===== config.mk =====
export PLATFORM = sky130hd
export DESIGN_NAME = cordic_job_scheduler
export DESIGN_NICKNAME = d
export VERILOG_FILES = /design/src/rtl/cordic_pkg.sv /design/src/rtl/rr_arbiter.sv /design/src/rtl/cordic_job_scheduler.sv
export SDC_FILE = /design/constraint.sdc
export NUM_CORES = 1
export LEC_CHECK = 0
export CORE_AREA = 8 8 129 131
export DETAILED_ROUTE_END_ITERATION = 10
export DIE_AREA = 0 0 137 139
export GPL_TIMING_DRIVEN = 0
export PLACE_DENSITY = 0.94
export RECOVER_POWER = 100
export SYNTH_ARGS = -nofsm -noshare
export SYNTH_HDL_FRONTEND = slang
export SYNTH_SLANG_ARGS = --single-unit

===== constraint.sdc =====
create_clock -name aclk -period 7.5 [get_ports aclk]
set_input_delay 1.5 -clock aclk [delete_from_list [all_inputs] [get_ports aclk]]
set_output_delay 1.5 -clock aclk [all_outputs]
set_load 0.005 [all_outputs]

===== src/rtl/cordic_pkg.sv =====
// rtl/cordic_pkg.sv - shared types and constants for the CORDIC job scheduler
package cordic_pkg;

  localparam int Q16_W = 32;

  typedef enum logic [1:0] {
    ST_IDLE     = 2'd0,
    ST_CORE_RST = 2'd1,
    ST_RUN      = 2'd2,
    ST_RESP     = 2'd3
  } state_e;

  localparam logic RESP_OKAY = 1'b0;
  localparam logic RESP_ERR  = 1'b1;

endpackage


===== src/rtl/rr_arbiter.sv =====
// rtl/rr_arbiter.sv - combinational round-robin arbiter, scan starts at rr_ptr_i
module rr_arbiter #(
  parameter  int NUM_REQ = 4,
  localparam int IDX_W   = $clog2(NUM_REQ)
) (
  input  logic [NUM_REQ-1:0] req_i,
  input  logic [IDX_W-1:0]   rr_ptr_i,
  output logic [NUM_REQ-1:0] grant_o,
  output logic [IDX_W-1:0]   grant_idx_o,
  output logic               any_req_o
);

  logic [IDX_W-1:0] idx;

  always_comb begin
    grant_o     = '0;
    grant_idx_o = '0;
    any_req_o   = 1'b0;
    idx         = '0;
    for (int k = 0; k < NUM_REQ; k++) begin
      idx = IDX_W'((int'(rr_ptr_i) + k) % NUM_REQ);
      if (!any_req_o && req_i[idx]) begin
        any_req_o    = 1'b1;
        grant_o[idx] = 1'b1;
        grant_idx_o  = idx;
      end
    end
  end

endmodule


===== src/rtl/cordic_job_scheduler.sv =====
// rtl/cordic_job_scheduler.sv - shares one CORDIC core among NUM_REQ requesters
module cordic_job_scheduler
  import cordic_pkg::*;
#(
  parameter  int NUM_REQ        = 4,
  parameter  int RST_CYCLES     = 2,
  parameter  int TIMEOUT_CYCLES = 1024,
  localparam int IDX_W          = $clog2(NUM_REQ)
) (
  input  logic                     aclk,
  input  logic                     aresetn,
  input  logic [NUM_REQ-1:0]       req_valid,
  output logic [NUM_REQ-1:0]       req_ready,
  input  logic [Q16_W*NUM_REQ-1:0] req_theta,
  input  logic [NUM_REQ-1:0]       req_mode,
  output logic [NUM_REQ-1:0]       rsp_valid,
  input  logic [NUM_REQ-1:0]       rsp_ready,
  output logic [Q16_W-1:0]         rsp_result,
  output logic                     rsp_err,
  output logic [Q16_W-1:0]         cordic_theta,
  output logic                     cordic_mode,
  output logic                     cordic_start,
  output logic                     cordic_rst,
  input  logic                     cordic_done,
  input  logic [Q16_W-1:0]         cordic_result,
  output logic                     busy,
  output logic [IDX_W-1:0]         grant_id,
  output logic [15:0]              job_count,
  output logic [15:0]              timeout_count
);

  // One counter serves both the core-reset phase and the done watchdog.
  localparam int CNT_MAX = (TIMEOUT_CYCLES > RST_CYCLES) ? TIMEOUT_CYCLES : RST_CYCLES;
  localparam int CNT_W   = $clog2(CNT_MAX + 1);

  state_e             state_q, state_d;
  logic [IDX_W-1:0]   rr_ptr_q, rr_ptr_d;
  logic [IDX_W-1:0]   grant_id_q, grant_id_d;
  logic [Q16_W-1:0]   theta_q, theta_d;
  logic               mode_q, mode_d;
  logic [CNT_W-1:0]   cnt_q, cnt_d;
  logic [Q16_W-1:0]   result_q, result_d;
  logic               err_q, err_d;
  logic [15:0]        job_cnt_q, job_cnt_d;
  logic [15:0]        tmo_cnt_q, tmo_cnt_d;

  logic [NUM_REQ-1:0] arb_grant;
  logic [IDX_W-1:0]   arb_idx;
  logic               arb_any;

  rr_arbiter #(.NUM_REQ(NUM_REQ)) u_arb (
    .req_i       (req_valid),
    .rr_ptr_i    (rr_ptr_q),
    .grant_o     (arb_grant),
    .grant_idx_o (arb_idx),
    .any_req_o   (arb_any)
  );

  always_comb begin
    state_d    = state_q;
    rr_ptr_d   = rr_ptr_q;
    grant_id_d = grant_id_q;
    theta_d    = theta_q;
    mode_d     = mode_q;
    cnt_d      = cnt_q;
    result_d   = result_q;
    err_d      = err_q;
    job_cnt_d  = job_cnt_q;
    tmo_cnt_d  = tmo_cnt_q;
    unique case (state_q)
      ST_IDLE: if (arb_any) begin
        theta_d    = req_theta[arb_idx*Q16_W +: Q16_W];
        mode_d     = req_mode[arb_idx];
        grant_id_d = arb_idx;
        rr_ptr_d   = (arb_idx == IDX_W'(NUM_REQ - 1)) ? '0 : arb_idx + IDX_W'(1);
        cnt_d      = CNT_W'(1);
        state_d    = ST_CORE_RST;
      end
      ST_CORE_RST: if (cnt_q == CNT_W'(RST_CYCLES)) begin
        cnt_d   = CNT_W'(1);
        state_d = ST_RUN;
      end else begin
        cnt_d = cnt_q + CNT_W'(1);
      end
      // Done is checked first so a done on the last allowed cycle still succeeds.
      ST_RUN: if (cordic_done) begin
        result_d  = cordic_result;
        err_d     = RESP_OKAY;
        job_cnt_d = job_cnt_q + 16'd1;
        state_d   = ST_RESP;
      end else if (cnt_q == CNT_W'(TIMEOUT_CYCLES)) begin
        result_d  = '0;
        err_d     = RESP_ERR;
        tmo_cnt_d = tmo_cnt_q + 16'd1;
        state_d   = ST_RESP;
      end else begin
        cnt_d = cnt_q + CNT_W'(1);
      end
      ST_RESP: if (rsp_ready[grant_id_q]) state_d = ST_IDLE;
      default: state_d = ST_IDLE;
    endcase
  end

  always_ff @(posedge aclk) begin
    if (!aresetn) begin
      state_q    <= ST_IDLE;
      rr_ptr_q   <= '0;
      grant_id_q <= '0;
      theta_q    <= '0;
      mode_q     <= 1'b0;
      cnt_q      <= '0;
      result_q   <= '0;
      err_q      <= 1'b0;
      job_cnt_q  <= '0;
      tmo_cnt_q  <= '0;
    end else begin
      state_q    <= state_d;
      rr_ptr_q   <= rr_ptr_d;
      grant_id_q <= grant_id_d;
      theta_q    <= theta_d;
      mode_q     <= mode_d;
      cnt_q      <= cnt_d;
      result_q   <= result_d;
      err_q      <= err_d;
      job_cnt_q  <= job_cnt_d;
      tmo_cnt_q  <= tmo_cnt_d;
    end
  end

  always_comb begin
    rsp_valid = '0;
    if (state_q == ST_RESP) rsp_valid[grant_id_q] = 1'b1;
  end

  assign req_ready     = (state_q == ST_IDLE) ? arb_grant : '0;
  assign cordic_rst    = (state_q == ST_CORE_RST);
  assign cordic_start  = (state_q == ST_RUN);
  assign busy          = (state_q != ST_IDLE);
  assign cordic_theta  = theta_q;
  assign cordic_mode   = mode_q;
  assign rsp_result    = result_q;
  assign rsp_err       = err_q;
  assign grant_id      = grant_id_q;
  assign job_count     = job_cnt_q;
  assign timeout_count = tmo_cnt_q;

endmodule


* Yosys cells after proc, flatten, opt, wreduce, memory -nomap -nowiden
Index checks and enable logic that the tools add are counted.
Word-level totals: register bits 115, bits in latches 0, memory bits (writable) 0, bits in read-only memories 0, bits of input ports 175, output and inout port bits 111, logic and storage cells 118, memories kept 0
Operators by class: $add $sub $neg 7, multipliers 0, divide/modulo/power cells 0, order comparisons 11, eq/ne operators 12, shift-type cells 1, multiplexer cells 52, bitwise operators 4, reductions and logical operators 21
Operators by type and width (number):
- $shiftx A128 B8 Y32 | 1
- $mux W32 | 2
- $mux W11 | 4
- $pmux W11 S3 | 1
- $add A16 B1 Y16 const B | 2
- $mux W4 | 6
- $mux W2 | 10
- $lt A2 B3 Y1 const B | 6
- $mux W1 | 17
- $bmux W1 S2 | 6
- $or A4 B4 Y4 | 3
- $add A11 B1 Y11 const B | 1
- $eq A11 B11 Y1 const B | 1
- $eq A11 B2 Y1 const B | 1
- $demux W1 S2 | 5
- $ge A2 B1 Y1 const B | 5
- $logic_and A1 B1 Y1 | 8
- $ne A2 B2 Y1 const B | 4
- $pmux W2 S4 | 1
- $reduce_and A4 Y1 | 2
- $eq A2 B2 Y1 const B | 3
- $reduce_and A2 Y1 | 3
- $add A2 B1 Y2 const B | 2
- $add A2 B2 Y2 const B | 2
- other kinds (9) | 12

* Logic depth before layout (Yosys ltp)
Gate-level depths: netlist (run 1).
depth in word-level cells 14, depth in mapped cells 12, mapped depth without buffers 8

* Hierarchy
Synthesis (run 1) repeated with hierarchy kept, for this count alone.
Second synthesis, totals: cells, all modules 685, area, all modules 6152.2 µm²
By module, submodules not included:
- cordic_job_scheduler | instances 1, cells each 640, area an instance 5733.0 µm², sequential area each 2302.2 µm²
- rr_arbiter | instances 1, cells each 45, area an instance 419.2 µm², sequential area each 0.0 µm²

* Worst setup path before layout (run 1)
Ideal clock, no wire load.
path type input-to-output, from input port req_valid[2], to output port req_ready[0], arrival 3073 ps, required time 6000 ps, setup slack 2927 ps, stages 9, path buffers 3, cell sequence buf_2 mux4_2 nor2b_1 buf_2 clkbuf_1 a22oi_1 nor2_1 a221oi_1 nor2_1
Between the ends: cells in the longest elaborated chain, start to end 13, elaborated cells between the ends (all ways) 25, classes of those cells mux (16); bitwise (3); reduce/logical (6)
RTL lines:
- start, declared | line cordic_job_scheduler.sv:12 | input logic [NUM_REQ-1:0] req_valid,
- $bmux W1 S2 | line rr_arbiter.sv:22 | if (!any_req_o && req_i[idx]) begin
- $mux W1 (not written as such) | line rr_arbiter.sv:22
- $mux W1 | line rr_arbiter.sv:22
- $logic_not A1 Y1 | line rr_arbiter.sv:22
- $logic_and A1 B1 Y1 | line rr_arbiter.sv:22
- $mux W1 | line rr_arbiter.sv:22
- $logic_not A1 Y1 | line rr_arbiter.sv:22
- $logic_and A1 B1 Y1 | line rr_arbiter.sv:22
- $mux W1 | line rr_arbiter.sv:22
- $logic_not A1 Y1 | line rr_arbiter.sv:22
- $logic_and A1 B1 Y1 | line rr_arbiter.sv:22
- $mux W4 (*) | line rr_arbiter.sv:22
- $mux W4 (*) | line cordic_job_scheduler.sv:135 | assign req_ready = (state_q == ST_IDLE) ? arb_grant : '0;
- end, declared | line cordic_job_scheduler.sv:13 | output logic [NUM_REQ-1:0] req_ready,
Mark *: on every way between the ends. The rest lies on a longest branch, timed or not. The select of a mux whose other input is x is not followed.

* Worst setup path after layout (run 1)
from input port req_valid[2], to output port req_ready[3]
Same word-level chain as after synthesis.

==> results_dict.tcl, run 1 <==
set metrics [dict create \
    status "complete, no violations" \
    wl_per_cell_um 19.5 \
    synthArstFlopShare_pct 0 \
    ys_ff_latch 115 \
    dieArea_um2 19000 \
    cp_max_fo 10 \
    syn_inst 825 \
    yosysTopAreaCellShare_pct 34.2 \
    h-tree-depth 4 \
    grt_overflow 0 \
    routed_wl_um 25900 \
    yosysUniqueCellTypes 61 \
    avgSynthCellArea_um2 8.15 \
    grt_pass1_vias 7649 \
    drc_errors 0 \
    cts_root_buf "clkbuf_16" \
    cts_tree "yes" \
    rows 45 \
    setup_ws_ns 1.15 \
    grt_start_max_net_pins 17 \
    ys_seq_area_share_pct 34.2 \
    hpwlAfterDp_um 20300 \
    coreArea_um2 14800 \
    grt_first_pass_wirelength_um 40000 \
    ys.flop_type "dfxtp_1" \
    synth_nets 1017 \
    clockBufferDepth 2 \
    arrival_ns 4.85 \
    cts_sinks 115 \
    fp.dieH_um 139 \
    rsz0062_at_grt "no" \
    dr.pass1.iters 5 \
    worstSetupPathType "in -> out" \
    drive_gt1_share_pct 4.73 \
    post-place-ws_ns 1.64 \
    clkLatencyLatePin_ns 0.42 \
    drv_cap 0 \
    period_share_pct 84.6 \
    cts_made_buffers 17 \
    dr.first_iter.drc_count 574 \
    skew_ns 0.0101 \
    antenna_left 0 \
    powerDensity_nw_per_um2 276 \
    cts.repair.resized 0 \
    start_util_pct 45.6 \
    gr-usage-all-layers_pct 26.4 \
    fin_crit_ns 6.35 \
    drt-vias-per-instance 5.75 \
    cp-start-kind "primary input" \
    vias 7653 \
    final_max_slew_viol_count 0 \
    cts_hold_buf 0 \
    area_delta_synth_final_pct 53.5 \
    hp-class "reg -> reg" \
    setup-violations-final 0 \
    post_cts_buffers 0 \
    clk_pin_slew_worst_paths_ns 0.06 \
    p_leak_nw 4.06 \
    ys_warn_count 0 \
    syn_area_um2 6720 \
    tightest_slew_ns 0.736 \
    slew_headroom_pct 50.9 \
    io_buffers 285 \
    io_pins 286 \
    hold_violations 0 \
    fillers 1134 \
    max_freq_mhz 158 \
    synth_edf_count 0 \
    fin_tns_setup_ns 0 \
    place_congestion 0.964 \
    layout.nets 1321 \
    die_w_um 137 \
    synthTopCellsByArea "dfxtp_1 34%, nor2_1 5.0%, nand2_1 4.9%, o2111ai_1 4.3%, a22oi_1 4.0%" \
    worst_setup_path_end_kind "primary output" \
    required_ns 6.00 \
    synth.largest_area_cell "dfxtp_1" \
    grt_antenna_before_repair 2 \
    peakVddDrop_uv 187 \
]
-- registers in the layout, indices dropped and copies added (netlist names) --
signal	flops
state_q	2
grant_id	2
cordic_mode	1
rr_ptr_q	2
cnt_q	11
rsp_result	32
job_count	16
rsp_err	1
cordic_theta	32
timeout_count	16
-- synth_stat cells (10+ instances only) --
library cell,instances
o311ai_1,22
nor2_1,89
xnor2_1,27
nand2_1,88
o311ai_2,10
dfxtp_1,115
inv_1,49
buf_2,13
nand4_1,11
clkbuf_1,42
o2111ai_1,33
and2_1,33
ha_1,17
o21ai_0,37
a22oi_1,36
nor2b_1,41
o211ai_1,34
-- final cells by class --
| type | instances | area [um^2] | area share, % |
|---|---|---|---|
| Antenna cell | 2 | 5.00 | 0.0485 |
| Multi-Input combinational cell | 598 | 3880 | 37.6 |
| Clock inverter | 14 | 154 | 1.49 |
| Tap cell | 188 | 235 | 2.28 |
| Clock buffer | 18 | 439 | 4.25 |
| Sequential cell | 115 | 2300 | 22.3 |
| Buffer | 62 | 268 | 2.59 |
| Timing Repair Buffer | 285 | 2850 | 27.6 |
| Inverter | 50 | 188 | 1.82 |
-- path summary, 6_finish.rpt --
check	start	end	slack, ns	depth (start not counted)
max	req_valid[2]	req_ready[3]	1.15	11
min	cordic_theta[12]	cordic_theta[12]	0.46	2
max reg2reg	rr_ptr_q[0]	cordic_theta[20]	3.16	12
min reg2reg	cordic_theta[12]	cordic_theta[12]	0.46	2
-- routing by layer --
layer / vias to the layer above / GRT usage (%) / wire, um
li1: 3586 / - / -
met1: 3560 / 28.3 / 9380
met2: 442 / 46.0 / 13000
met3: 65 / 7.83 / 2650
met4: 0 / 12.2 / 923
met5: - / 0 / 0
-- where the power goes --
group / switching (mW) / total (mW) / internal [mW]
sequential: 0.0649 / 0.773 / 0.708
combinational: 0.729 / 1.26 / 0.529
clock: 0.315 / 0.816 / 0.501
-- critical path, stage by stage --
cell and delay, ns:
dlygate4sd3_1 0.56, clkbuf_1 0.22, mux4_2 0.61, nor2b_1 0.16
clkbuf_1 0.37, clkbuf_1 0.41, a22oi_1 0.13, nor2_1 0.12
a221oi_1 0.06, nor2_1 0.11, dlygate4sd3_1 0.58
-- kinds of logic after synthesis --
| logic type | count (synthesis) | share of synthesized area, % |
|---|---|---|
| xor+xnor | 34 | 4.43 |
| mux | 10 | 2.23 |
| simple gates | 318 | 23.4 |
| buf+inv | 112 | 6.89 |
| fa+ha+maj | 17 | 3.16 |
| flops | 115 | 34.2 |
| compound gates | 219 | 25.6 |
-- per-stage QoR --
step | instance area [um^2] | hold slack (ns) | instances | util [%] | total power [mW]
after floorplan | 6720 | 0.457 | 825 | - | 1.57
after global placement | 9810 | 0.439 | 1298 | 66.5 | 2.07
after detailed placement | 9810 | 0.447 | 1298 | 66.5 | 2.11
after CTS | 10400 | 0.460 | 1330 | 70.5 | 2.93
after global routing | 10300 | 0.486 | 1332 | 70.0 | 3.02
final | 10300 | 0.463 | 1332 | 70.0 | 2.85
-- cell usage in the layout (no fill, tap or decap), drive strengths merged, types with 7 or more instances in the layout --
cell / n
and2: 33
xnor2: 27
clkbuf: 66
o2111ai: 33
nor3: 7
nand4: 12
dlygate4sd3: 115
a22oi: 36
and3: 7
buf: 14
nand3: 10
inv: 53
nor2: 89
o311ai: 33
o21a: 7
ha: 17
o21ai: 39
clkdlybuf4s50: 170
a21boi: 8
nand2b: 7
nand2: 88
nor2b: 41
xor2: 7
o211ai: 34
dfxtp: 115
Power figures use the tool's default switching activity.
==> run 2: changes to the inputs <==
- CORE_AREA: 8 8 129 131 -> 8 8 141 143
- DIE_AREA: 0 0 137 139 -> 0 0 149 151
- PLACE_DENSITY: 0.94 -> 0.84
- clock period: 7.5 -> 5.2 ns (I/O delays scaled with it)
==> run 2 against run 1 <==
Effect of this change: power is 46% higher; register-to-register slack worse by 2.2 ns; utilization is 11 points lower; sequential share of layout area is 0.12 points lower; non-clock buffer count is 1 lower; final area is 0.52% higher; setup slack worse by 0.87 ns; flip-flop and latch count stayed put; sequential power is 45% higher; via count is 1.5% lower; largest cell class unchanged; largest power group unchanged.
==> results_dict.tcl, run 2 (same netlist as run 1, synthesis figures left out) <==
set metrics [dict create \
    status "complete, no violations" \
    gr-usage-all-layers_pct 22.2 \
    clockBufferDepth 2 \
    power_mw 4.15 \
    place_congestion 0.931 \
    io_buffers 285 \
    cp-start-kind "flip-flop" \
    drt-vias-per-instance 5.50 \
    peakVddDrop_uv 319 \
    die_w_um 149 \
    dr.pass1.iters 4 \
    cts.repair.resized 0 \
    grt_first_pass_wirelength_um 39800 \
    antenna_left 0 \
    final_util_pct 58.8 \
    whs_ns 0.460 \
    hpwlAfterDp_um 19800 \
    critPathTopFamily "buffers and inverters" \
    hold_violations 0 \
    critPathMaxStageDelay_ns 0.58 \
    rsz0062_at_grt "no" \
    worst_setup_path_end_kind "primary output" \
    slowest_stage "dlygate4sd3_1" \
    post_cts_buffers 0 \
    period_share_pct 94.6 \
    cts_root_buf "clkbuf_16" \
    area_delta_synth_final_pct 54.3 \
    place_inst 1339 \
    post_layout_nonfiller_instances 1370 \
    cts_tree "yes" \
    grt_start_max_net_pins 17 \
    grt_overflow 0 \
    drc_errors 0 \
    io_pins 286 \
    coreArea_um2 17700 \
    required_ns 4.16 \
    hp-class "reg -> reg" \
    vias 7535 \
    crit_top_cell "nor2_1" \
    grt_pass1_vias 7638 \
    dr.first_iter.drc_count 462 \
    setup_ws_ns 0.279 \
    arrival_ns 3.88 \
    grt_antenna_before_repair 1 \
    final_max_slew_viol_count 0 \
    setup-violations-final 0 \
    final_area_um2 10400 \
    layout.nets 1320 \
    clkLatencyLatePin_ns 0.41 \
    rows 49 \
    worstPathCellList "buf_4, inv_1, ha_1, clkbuf_1, mux4_2, nor2b_1, buf_2, a22oi_1, nor2_1, a221oi_1, nor2_1, dlygate4sd3_1" \
    path_buf_inv 5 \
    final_cell_mix "173 x clkdlybuf4s50_1, 115 x dfxtp_1, 112 x dlygate4sd3_1" \
    fin_crit_ns 4.92 \
    fin_tns_setup_ns 0 \
    worstSetupPathType "reg -> out" \
    fp.dieH_um 151 \
    p_leak_nw 4.07 \
    powerDensity_nw_per_um2 400 \
    drive_gt1_share_pct 4.65 \
    dieArea_um2 22500 \
    cts_hold_buf 0 \
    skew_ns 0.00746 \
    slew_headroom_pct 46.5 \
    wl_per_cell_um 18.8 \
    cts_sinks 115 \
    cts_made_buffers 17 \
    clk_pin_slew_worst_paths_ns 0.06 \
    final_common_cell "clkdlybuf4s50_1" \
    h-tree-depth 4 \
    cp_max_fo 19 \
    drv_cap 0 \
    tightest_slew_ns 0.802 \
    dpl_cell_area_um2 9860 \
    post-place-ws_ns 0.171 \
    max_freq_mhz 203 \
    start_util_pct 38.1 \
    routed_wl_um 25700 \
]
-- run 2: worst reg2reg max path, cell delays in order, from the launching register on --
cell	delay (ns)
dfxtp_1	0.41
buf_4	0.21
inv_1	0.17
ha_1	0.35
clkbuf_1	0.35
mux4_2	0.47
nor2b_1	0.18
buf_2	0.36
nor2_1	0.12
o21ai_0	0.60
clkbuf_1	0.50
nor2_1	0.08
o311ai_0	0.35
-- run 2: final cells by class --
type	count	area [um^2]
diodes	1	2.50
plain buffers	61	265
clock buffers	19	443
clock inverters	12	158
fillers	1524	7280
inverters	50	188
multi-input cells	598	3880
flip-flops and latches	115	2300
well taps	229	287
repair buffers	285	2850
-- run 2: path summary, 6_finish.rpt --
| check | start | to | slack [ns] | cells past startpoint |
|---|---|---|---|---|
| min | cordic_theta[24] | cordic_theta[24] | 0.46 | 2 |
| min reg2reg | cordic_theta[24] | cordic_theta[24] | 0.46 | 2 |
| max reg2reg | rr_ptr_q[0] | cordic_theta[19] | 0.93 | 12 |
| max | rr_ptr_q[0] | req_ready[1] | 0.28 | 12 |
-- run 2: where the power goes --
part / total (mW) / internal (mW) / switching, mW
clock network: 1.21 / 0.765 / 0.445
registers: 1.12 / 1.02 / 0.0983
logic: 1.82 / 0.763 / 1.05
-- run 2: routing by layer --
layer	wire [um]	vias to the layer above	track usage, %
met3	2670	54	8.96
li1	-	3576	-
met4	814	0	9.74
met5	0	-	0
met2	12400	360	38.3
met1	9840	3545	23.7
